**config.mk**
```make
export PLATFORM = sky130hd
export DESIGN_NAME = uart_rx
export DESIGN_NICKNAME = d
export VERILOG_FILES = /design/src/rtl/uart_pkg.sv /design/src/rtl/fifo.sv /design/src/rtl/uart_rx.sv
export SDC_FILE = /design/constraint.sdc
export NUM_CORES = 1
export LEC_CHECK = 0
export ABC_CLOCK_PERIOD_IN_PS = 4930
export CAP_MARGIN = 5
export CORE_MARGIN = 2
export CORE_UTILIZATION = 30
export CTS_CLUSTER_DIAMETER = 150
export DETAILED_ROUTE_END_ITERATION = 8
export GPL_ROUTABILITY_DRIVEN = 0
export SLEW_MARGIN = 20
export SYNTH_ARGS = -nofsm -noshare
export SYNTH_HDL_FRONTEND = slang
export SYNTH_SLANG_ARGS = --single-unit
export TNS_END_PERCENT = 100
```
**constraint.sdc**
```tcl
create_clock -name clk -period 4.93 [get_ports clk]
set_input_delay 0.986 -clock clk [delete_from_list [all_inputs] [get_ports clk]]
set_output_delay 0.986 -clock clk [all_outputs]
set_load 0.005 [all_outputs]
```
**src/rtl/uart_pkg.sv**
```systemverilog
// ============================================================================
//  Module      : uart_pkg
//  Description : Shared UART definitions (state encoding, frame constants)
//                used by both the receiver and the transmitter.
//  Revision    : 1.0 - initial release
// ============================================================================
`default_nettype none

package uart_pkg;

   // Number of data bits carried by one frame
   localparam int DATA_BITS = 8;

   // Default number of tck pulses per bit period
   localparam int OVERSAMPLE_DEF = 16;

   // Frame-level state encoding shared by RX and TX
   typedef enum logic [2:0] {
      ST_IDLE   = 3'd0,
      ST_START  = 3'd1,
      ST_DATA   = 3'd2,
      ST_PARITY = 3'd3,
      ST_STOP   = 3'd4
   } uart_state_e;

endpackage

`default_nettype wire

```
**src/rtl/fifo.sv**
```systemverilog
// ============================================================================
//  Module      : fifo
//  Description : Synchronous FIFO with occupancy count. A write to a full
//                FIFO is accepted only when a read happens in the same clk.
//  Revision    : 1.0 - initial release
// ============================================================================
`default_nettype none

module fifo #(
   parameter int DATA_SIZE   = 8,
   parameter int BUFFER_SIZE = 8
) (
   input  logic                             clk,
   input  logic                             rst_n,
   input  logic                             i_wr_en,
   input  logic [DATA_SIZE-1:0]             i_wr_data,
   input  logic                             i_rd_en,
   output logic [DATA_SIZE-1:0]             o_rd_data,
   output logic                             o_full,
   output logic                             o_empty,
   output logic [$clog2(BUFFER_SIZE):0]     o_count
);

   localparam int AW = $clog2(BUFFER_SIZE);
   localparam logic [AW:0] c_full_lvl = (AW+1)'(BUFFER_SIZE);

   logic [DATA_SIZE-1:0] r_mem [BUFFER_SIZE];
   logic [AW-1:0]        r_wr_ptr;
   logic [AW-1:0]        r_rd_ptr;
   logic [AW:0]          r_count;
   logic                 w_pop;
   logic                 w_push;

   assign o_full    = (r_count == c_full_lvl);
   assign o_empty   = (r_count == '0);
   assign o_count   = r_count;
   assign o_rd_data = r_mem[r_rd_ptr];

   // Full FIFO still takes a write when a read frees the slot in the same clk
   assign w_pop  = i_rd_en && !o_empty;
   assign w_push = i_wr_en && (!o_full || w_pop);

   // Storage array: written only, no reset needed
   always_ff @(posedge clk) begin
      if (w_push) begin
         r_mem[r_wr_ptr] <= i_wr_data;
      end
   end

   // Pointers wrap naturally because BUFFER_SIZE is a power of two
   always_ff @(posedge clk or negedge rst_n) begin
      if (!rst_n) begin
         r_wr_ptr <= '0;
         r_rd_ptr <= '0;
         r_count  <= '0;
      end else begin
         if (w_push) begin
            r_wr_ptr <= r_wr_ptr + 1'b1;
         end
         if (w_pop) begin
            r_rd_ptr <= r_rd_ptr + 1'b1;
         end
         if (w_push && !w_pop) begin
            r_count <= r_count + 1'b1;
         end else if (w_pop && !w_push) begin
            r_count <= r_count - 1'b1;
         end
      end
   end

endmodule

`default_nettype wire

```
**src/rtl/uart_rx.sv**
```systemverilog
// ============================================================================
//  Module      : uart_rx
//  Description : Oversampling UART receiver (8 data bits, LSB first, 1 stop)
//                with receive FIFO, flow control and error reporting.
//                Optional even parity bit enabled by macro UART_RX_PARITY_EN.
//  Revision    : 1.0 - initial release
// ============================================================================
`default_nettype none

module uart_rx
   import uart_pkg::*;
#(
   parameter int FIFO_DEPTH = 8,
   parameter int OVERSAMPLE = OVERSAMPLE_DEF
) (
   input  logic                 clk,
   input  logic                 rst_n,
   input  logic                 tck,
   input  logic                 rx,
   output logic                 rts_n,
   output logic [DATA_BITS-1:0] rx_data,
   output logic                 rx_data_valid,
   input  logic                 rx_data_ready,
   output logic                 rxfifo_full,
   output logic                 rxfifo_empty,
   output logic                 parity_err,
   output logic                 frame_err,
   output logic                 overrun_err,
   output logic                 rx_irq
);

   localparam int CW = $clog2(OVERSAMPLE);
   localparam int AW = $clog2(FIFO_DEPTH);
   localparam int BW = $clog2(DATA_BITS);
   localparam logic [CW-1:0] c_half_bit = CW'(OVERSAMPLE/2 - 1);
   localparam logic [CW-1:0] c_full_bit = CW'(OVERSAMPLE - 1);
   localparam logic [BW-1:0] c_last_bit = BW'(DATA_BITS - 1);
   localparam logic [AW:0]   c_rts_lvl  = (AW+1)'(FIFO_DEPTH - 1);

   uart_state_e          r_state;
   logic                 r_sync1;
   logic                 r_sync2;
   logic [CW-1:0]        r_cnt;
   logic [BW-1:0]        r_bit;
   logic [DATA_BITS-1:0] r_shift;
   logic                 r_push;
   logic                 r_frame_err;
   logic                 r_overrun;
   logic                 r_sticky;
   logic                 w_rx;
   logic                 w_full;
   logic                 w_empty;
   logic                 w_pop;
   logic [AW:0]          w_count;
`ifdef UART_RX_PARITY_EN
   logic                 r_par_bad;
   logic                 r_parity_err;
`endif

   assign w_rx = r_sync2;

   // Two-flop synchronizer; idles high so reset never looks like a start bit
   always_ff @(posedge clk or negedge rst_n) begin
      if (!rst_n) begin
         r_sync1 <= 1'b1;
         r_sync2 <= 1'b1;
      end else begin
         r_sync1 <= rx;
         r_sync2 <= r_sync1;
      end
   end

   // Frame FSM: counters move only on tck; decision pulses are one clk wide
   always_ff @(posedge clk or negedge rst_n) begin
      if (!rst_n) begin
         r_state     <= ST_IDLE;
         r_cnt       <= '0;
         r_bit       <= '0;
         r_shift     <= '0;
         r_push      <= 1'b0;
         r_frame_err <= 1'b0;
`ifdef UART_RX_PARITY_EN
         r_par_bad    <= 1'b0;
         r_parity_err <= 1'b0;
`endif
      end else begin
         r_push      <= 1'b0;
         r_frame_err <= 1'b0;
`ifdef UART_RX_PARITY_EN
         r_parity_err <= 1'b0;
`endif
         if (tck) begin
            case (r_state)
               ST_IDLE: begin
                  if (!w_rx) begin
                     r_state <= ST_START;
                     r_cnt   <= '0;
                  end
               end
               ST_START: begin
                  if (r_cnt == c_half_bit) begin
                     r_cnt   <= '0;
                     r_bit   <= '0;
                     // Line back high at mid-start: glitch, not a frame
                     r_state <= w_rx ? ST_IDLE : ST_DATA;
                  end else begin
                     r_cnt <= r_cnt + 1'b1;
                  end
               end
               ST_DATA: begin
                  if (r_cnt == c_full_bit) begin
                     r_cnt   <= '0;
                     r_shift <= {w_rx, r_shift[DATA_BITS-1:1]};
                     r_bit   <= r_bit + 1'b1;
                     if (r_bit == c_last_bit) begin
`ifdef UART_RX_PARITY_EN
                        r_state <= ST_PARITY;
`else
                        r_state <= ST_STOP;
`endif
                     end
                  end else begin
                     r_cnt <= r_cnt + 1'b1;
                  end
               end
`ifdef UART_RX_PARITY_EN
               ST_PARITY: begin
                  if (r_cnt == c_full_bit) begin
                     r_cnt     <= '0;
                     r_par_bad <= (^r_shift) ^ w_rx;
                     r_state   <= ST_STOP;
                  end else begin
                     r_cnt <= r_cnt + 1'b1;
                  end
               end
`endif
               ST_STOP: begin
                  if (r_cnt == c_full_bit) begin
                     // Leave at mid-stop so the next start edge is not missed
                     r_cnt   <= '0;
                     r_state <= ST_IDLE;
                     if (!w_rx) begin
                        r_frame_err <= 1'b1;
`ifdef UART_RX_PARITY_EN
                     end else if (r_par_bad) begin
                        r_parity_err <= 1'b1;
`endif
                     end else begin
                        r_push <= 1'b1;
                     end
                  end else begin
                     r_cnt <= r_cnt + 1'b1;
                  end
               end
               default: begin
                  r_state <= ST_IDLE;
               end
            endcase
         end
      end
   end

   assign w_pop = !w_empty && rx_data_ready;

   // Overrun is judged at the actual push clk so a same-clk pop still makes room
   always_ff @(posedge clk or negedge rst_n) begin
      if (!rst_n) begin
         r_overrun <= 1'b0;
         r_sticky  <= 1'b0;
      end else begin
         r_overrun <= r_push && w_full && !w_pop;
         r_sticky  <= r_sticky | r_frame_err | r_overrun | parity_err;
      end
   end

   fifo #(
      .DATA_SIZE   (DATA_BITS),
      .BUFFER_SIZE (FIFO_DEPTH)
   ) u_fifo (
      .clk       (clk),
      .rst_n     (rst_n),
      .i_wr_en   (r_push),
      .i_wr_data (r_shift),
      .i_rd_en   (rx_data_ready),
      .o_rd_data (rx_data),
      .o_full    (w_full),
      .o_empty   (w_empty),
      .o_count   (w_count)
   );

   assign rx_data_valid = !w_empty;
   assign rxfifo_full   = w_full;
   assign rxfifo_empty  = w_empty;
   assign frame_err     = r_frame_err;
   assign overrun_err   = r_overrun;
`ifdef UART_RX_PARITY_EN
   assign parity_err    = r_parity_err;
`else
   assign parity_err    = 1'b0;
`endif
   // Not ready while in reset, otherwise throttle one slot before full
   assign rts_n         = !rst_n || (w_count >= c_rts_lvl);
   assign rx_irq        = !w_empty || r_sticky;

endmodule

`default_nettype wire

```
# Yosys cells after proc, flatten, opt, wreduce, memory -nomap -nowiden

Memory sizes are Yosys's and may differ from the RTL's.
Index checks and enable logic that the tools add are counted.

Output and inout bits: 16
Memories: 1
Bits in writable memories: 64
Word-level logic and storage cells: 85
Input bits: 5
Register bits: 34

Reduce and logical (&&, ||, !) cells: 24
Equality and inequality tests: 12
$add $sub $neg: 6
Magnitude comparators: 1
Mux-type cells: 26
Bitwise gates (word level): 2

Memory list:

| memory       | words | width | rd ports | clocked after Yosys merged registers in | wr ports | RTL line   | source |
|---|---|---|---|---|---|---|---|
| u_fifo.r_mem | 8     | 8     | 1        | 0                                       | 1        | fifo.sv:27 | `logic [DATA_SIZE-1:0] r_mem [BUFFER_SIZE];` |

Operators with widths:

| operator                                                               | number |
|---|---|
| 3-bit two-way mux                                                      | 7 |
| 4-bit two-way mux                                                      | 5 |
| 3-bit one-hot mux with 4 select lines                                  | 1 |
| 4-bit one-hot mux with 3 select lines                                  | 1 |
| 1-bit two-way mux                                                      | 10 |
| 2-bit inequality test (second input constant)                          | 5 |
| 3-bit by 1-bit adder with 3-bit output (second input constant)         | 3 |
| 4-bit by 1-bit adder with 4-bit output (second input constant)         | 2 |
| 4-bit == test (second input constant)                                  | 2 |
| 3-bit == test (second input constant)                                  | 2 |
| 1-bit logical AND                                                      | 6 |
| 3-bit one-hot mux with 2 select lines                                  | 1 |
| 3-bit AND reduction                                                    | 2 |
| 6-bit AND reduction                                                    | 1 |
| 1-bit logical NOT                                                      | 5 |
| 4-bit by 3-bit == test with 1-bit output (second input constant)       | 1 |
| 4-bit by 3-bit >= comparator with 1-bit output (second input constant) | 1 |
| 4-bit logical NOT                                                      | 1 |
| 4-bit AND reduction                                                    | 1 |
| 2-bit nonzero test                                                     | 2 |
| 4-bit by 1-bit subtractor with 4-bit output (second input constant)    | 1 |
| 3-bit by 1-bit == test with 1-bit output (second input constant)       | 1 |
| 3-bit by 2-bit == test with 1-bit output (second input constant)       | 1 |
| 3-bit logical NOT                                                      | 1 |
| other kinds (5)                                                        | 8 |

# Logic depth before layout (Yosys ltp)

Depth in word-level cells: 9
Mapped depth: 10
Gate-level depth less buffers: 10

# Cells and area by module

Synthesis repeated with hierarchy kept, for this count alone.

Cell total of the unflattened synthesis: 263
Area total of the unflattened synthesis: 4254.1 µm²

By module, submodules not included:

| module  | seq. area each (µm²) | area each (µm²) | cells each | times used |
|---|---|---|---|---|
| fifo    | 2172.1               | 3062.9          | 156        | 1 |
| uart_rx | 603.1                | 1191.1          | 107        | 1 |

# Least setup slack after synthesis

OpenSTA, ideal clock, no wires.

Path type: flip-flop to flip-flop
Start: register u_fifo.r_count[1], in the netlist u_fifo.o_count[1]
End: register u_fifo.r_count[3], in the netlist u_fifo.o_count[3]
Path slack: 2.224 ns
Required time: 4.794 ns
Setup time: 0.136 ns
Arrival time: 2.570 ns
Buffers on the path: 0
Period minus slack after synthesis: 2.706 ns
Cell stages (with the launch flop): 10
Cells stage by stage: dfrtp_1 or4b_4 o21ai_4 inv_1 ha_1 inv_1 ha_1 a21o_1 a2111oi_0 o31ai_1

Longest elaborated chain between the ends: 8
Elaborated cells between the ends (all ways): 16
Classes of those cells: add/sub: 2; eq/ne: 1; mux: 2; reduce/logical: 11

Ends and longest elaborated chain:

| element                      | RTL line   | source |
|---|---|---|
| start, declared              | fifo.sv:30 | `logic [AW:0] r_count;` |
| start signal, assigned       | fifo.sv:64 | `r_count <= r_count + 1'b1;` |
| start signal, assigned       | fifo.sv:66 | `r_count <= r_count - 1'b1;` |
| 4-bit logical NOT            | fifo.sv:35 | `assign o_empty = (r_count == '0);` |
| 1-bit logical NOT            | fifo.sv:40 | `assign w_pop = i_rd_en && !o_empty;` |
| 1-bit logical AND            | fifo.sv:40 |  |
| 1-bit logical OR (*)         | fifo.sv:41 | `assign w_push = i_wr_en && (!o_full \|\| w_pop);` |
| 1-bit logical AND (*)        | fifo.sv:41 |  |
| net u_fifo.w_push            | fifo.sv:32 | `logic w_push;` |
| 1-bit logical NOT            | fifo.sv:65 | `end else if (w_pop && !w_push) begin` |
| 1-bit logical AND            | fifo.sv:65 |  |
| 2-bit nonzero test (no line) | --         |  |

The timed path passes the listed nets; every way through them passes the cells marked *. The select of a mux whose other input is x is not followed.
A chain may end at the register's enable or synchronous reset.

# Worst setup path after layout

Start: register u_fifo.r_rd_ptr[0]
End: output rx_data[6]

Longest elaborated chain between the ends: 1

Ends and longest elaborated chain:

| element                | RTL line      | source |
|---|---|---|
| start, declared        | fifo.sv:29    | `logic [AW-1:0] r_rd_ptr;` |
| start signal, assigned | fifo.sv:61    | `r_rd_ptr <= r_rd_ptr + 1'b1;` |
| memory read 8 x 8 bit  | --            |  |
| end, declared          | uart_rx.sv:21 | `output logic [DATA_BITS-1:0] rx_data,` |

No other way between the ends.

==> run summary <==
#FFs+latches synth - 98
Net Sw Frac - 22.8%
Syn Area/Cell - 16.1 um^2
CP bufs+invs - 2
Post-CTS Setup Bufs - 0
Drt pass-1 iters - 4
P_leak - 0.00176 uW
Setup crit end kind - primary output
Htree depth - 3
I/O pin cnt - 21
Measured slew at the worst slew-check pin - 940 ps
Kind of critical path - reg -> out
CP max-delay cell - dfrtp_1
Tmin final - 3640 ps
TNS Setup - 0 ps
Post-synth EDFFs - 64
Most area-hungry cell type in the Yosys netlist - edfxtp_1
Die H - 122 um
Status - finished, final reports clean
Clock latency reported for the late side of the worst-skew pair - 340 ps
Worst hold path class - reg -> reg
Setup violators final - 0
Internal power - 1360 uW
Req. time, crit path - 3940 ps
Worst-case reg-to-reg path depth - 9
Initial DRC count - 95
Sequential share of power - 53.3%
Most common cell in the synthesized netlist - edfxtp_1
Clock power frac - 39.0%
Mapped Cells - 259
Mapped Nets - 273
CP max stage delay - 710 ps
CORE AREA - 13700 um^2
Count of buffers from port buffering - 19
YS warnings - 0
Worst Hold Path EP - r_sync2
DRC - 0
R2r startpoint - u_fifo.o_count[0]
R2R setup slack - 1850 ps
Drt via density - 4.75
First-pass GRT wire length - 12.1 mm
Headroom to the max-slew limit - 37.1%
Seq/Total Area, Yosys - 66.4%
Initial antenna violation count - 0
DP HPWL - 4.77 mm
Worst-path clk slew - 70 ps
Peak Freq - 0.274 GHz
Post-synth cell types - 44
Post-synth ARST share - 34.7%
Maxcap violations - 0
FP Rows - 43
Share of the synthesized area in the top cell type - 46.0%
Prevailing post-synth register cell - edfxtp_1
Syn-to-layout area delta - 16.4%
Share of layout cells above drive strength 1 - 23.2%
CTS Buf Count - 9
R2R Path End - u_fifo.o_count[3]
Die Area - 14900 um^2
Clk buf depth - 2
Crit path cell chain - buf_4, mux4_2, mux2_2, clkdlybuf4s50_1
CTS tree - done
Num Clock Sinks - 98
Die width - 122 um
Peak VDD IR - 250 uV
Final #Nets - 294
Resized Gates After CTS - 0
Gate power share - 7.7%
Antenna Cells - 0
CP Launch Type - register
Final hold vios - 0
Root buffer cell - clkbuf_16
Power per cell area - 361 nW/um^2
Min-delay src - r_sync1
Switching power - 402 uW
CTS Hold Bufs - 0
Delay-heaviest family, CP - multiplexers
RSZ-0062 raised after global routing - false
Final clock skew - 5.94 ps
Tot GR Track Use - 11.1%
Vias - 2207
Area contributors post-synth - edfxtp_1, dfrtp_1, mux4_2, mux2_2, ha_1
Synth Cell Area - 4180 um^2
Largest net degree at the start of global routing - 36
Fin crit share - 73.9%
GR Overflow Total - 0
Setup crit start - u_fifo.r_rd_ptr[0]
Max Slew Vio Count - 0
Hold Path Stages - 0
Total Wirelength - 7.49 mm
Post-route antenna net violation count - 0
WL per Instance - 16.1 um
Post-layout util - 35.5%
CP Max Fanout - 10
CP arrival - 2660 ps
Vias in the first global route - 2308
Initial Utilization - 30.5%
Commonest cells post-synth - edfxtp_1, dfrtp_1, mux2_2
-- power groups by stage --
stage	clock network [uW]	registers, uW	logic [uW]
after floorplan	0	924	139
after global placement	0	953	133
after detailed placement	0	955	137
after CTS	710	937	137
after global routing	743	945	154
final	686	937	135
-- layer usage --
| layer | wire [um] | global-route usage (%) |
|---|---|---|
| met2 | 3640 | 18.3 |
| met3 | 305 | 3.79 |
| met4 | 74 | 2.80 |
| met1 | 3470 | 14.2 |
| met5 | 0 | 0 |
-- metrics by stage --
stage,cells,cell area [um^2],hold WS (ps),total power (uW),setup WS (ps)
6_report,465,4860,355,1760,1290
3_3_place_gp,449,4570,346,1090,1550
4_1_cts,465,4860,356,1780,1190
2_1_floorplan,259,4180,345,1060,2220
3_5_place_dp,449,4570,347,1090,1350
5_1_grt,465,4860,363,1840,1100
-- state kept, by name, summed over array words and instances, names as in the netlist, 3 cells and up --
register / cells
u_fifo.r_rd_ptr: 3
u_fifo.o_count: 4
u_fifo.r_mem: 64
r_cnt: 4
r_shift: 8
r_bit: 3
r_state: 3
u_fifo.r_wr_ptr: 3
-- worst max-delay path by stage --
stage / to / cells past startpoint
4_1_cts: rx_data[6] / 4
5_1_grt: rx_data[6] / 4
2_1_floorplan: u_fifo.o_count[3] / 9
6_report: rx_data[6] / 4
3_5_place_dp: u_fifo.o_count[3] / 9
3_3_place_gp: u_fifo.o_count[3] / 9
-- logic make-up (layout without fill, tap and decap cells) --
kind of cell    Yosys count  in the layout  share of synthesized area [%]
simple gates             61             61                           7.78
flops                    98             98                           66.4
compound gates           25             25                           4.67
fa+ha+maj                10             10                           3.14
xor+xnor                  7              7                           1.47
mux                      37             37                           14.3
other cells               1              1                         0.0897
buf+inv                  20             46                           2.19
-- cells in the final DEF (no fill, tap or decap), types with 7 or more instances in the layout --
| cell type | n |
|---|---|
| clkbuf_16 | 9 |
| clkdlybuf4s50_1 | 18 |
| dfrtp_1 | 32 |
| edfxtp_1 | 64 |
| ha_1 | 8 |
| inv_1 | 8 |
| mux2_2 | 20 |
| mux4_2 | 16 |
| nand2_1 | 16 |
| nor2_1 | 11 |
| xnor2_1 | 7 |
-- cell type report --
class                   instances  area [um^2]
fillers                      1286         8850
inverters                       8         30.0
clock inverters                 6         65.1
repair buffers                 22          208
well taps                     180          225
multi-input cells             141         1330
clock buffers                  10          229
flip-flops and latches         98         2780
Note: power is estimated with default switching activity, not from simulation.
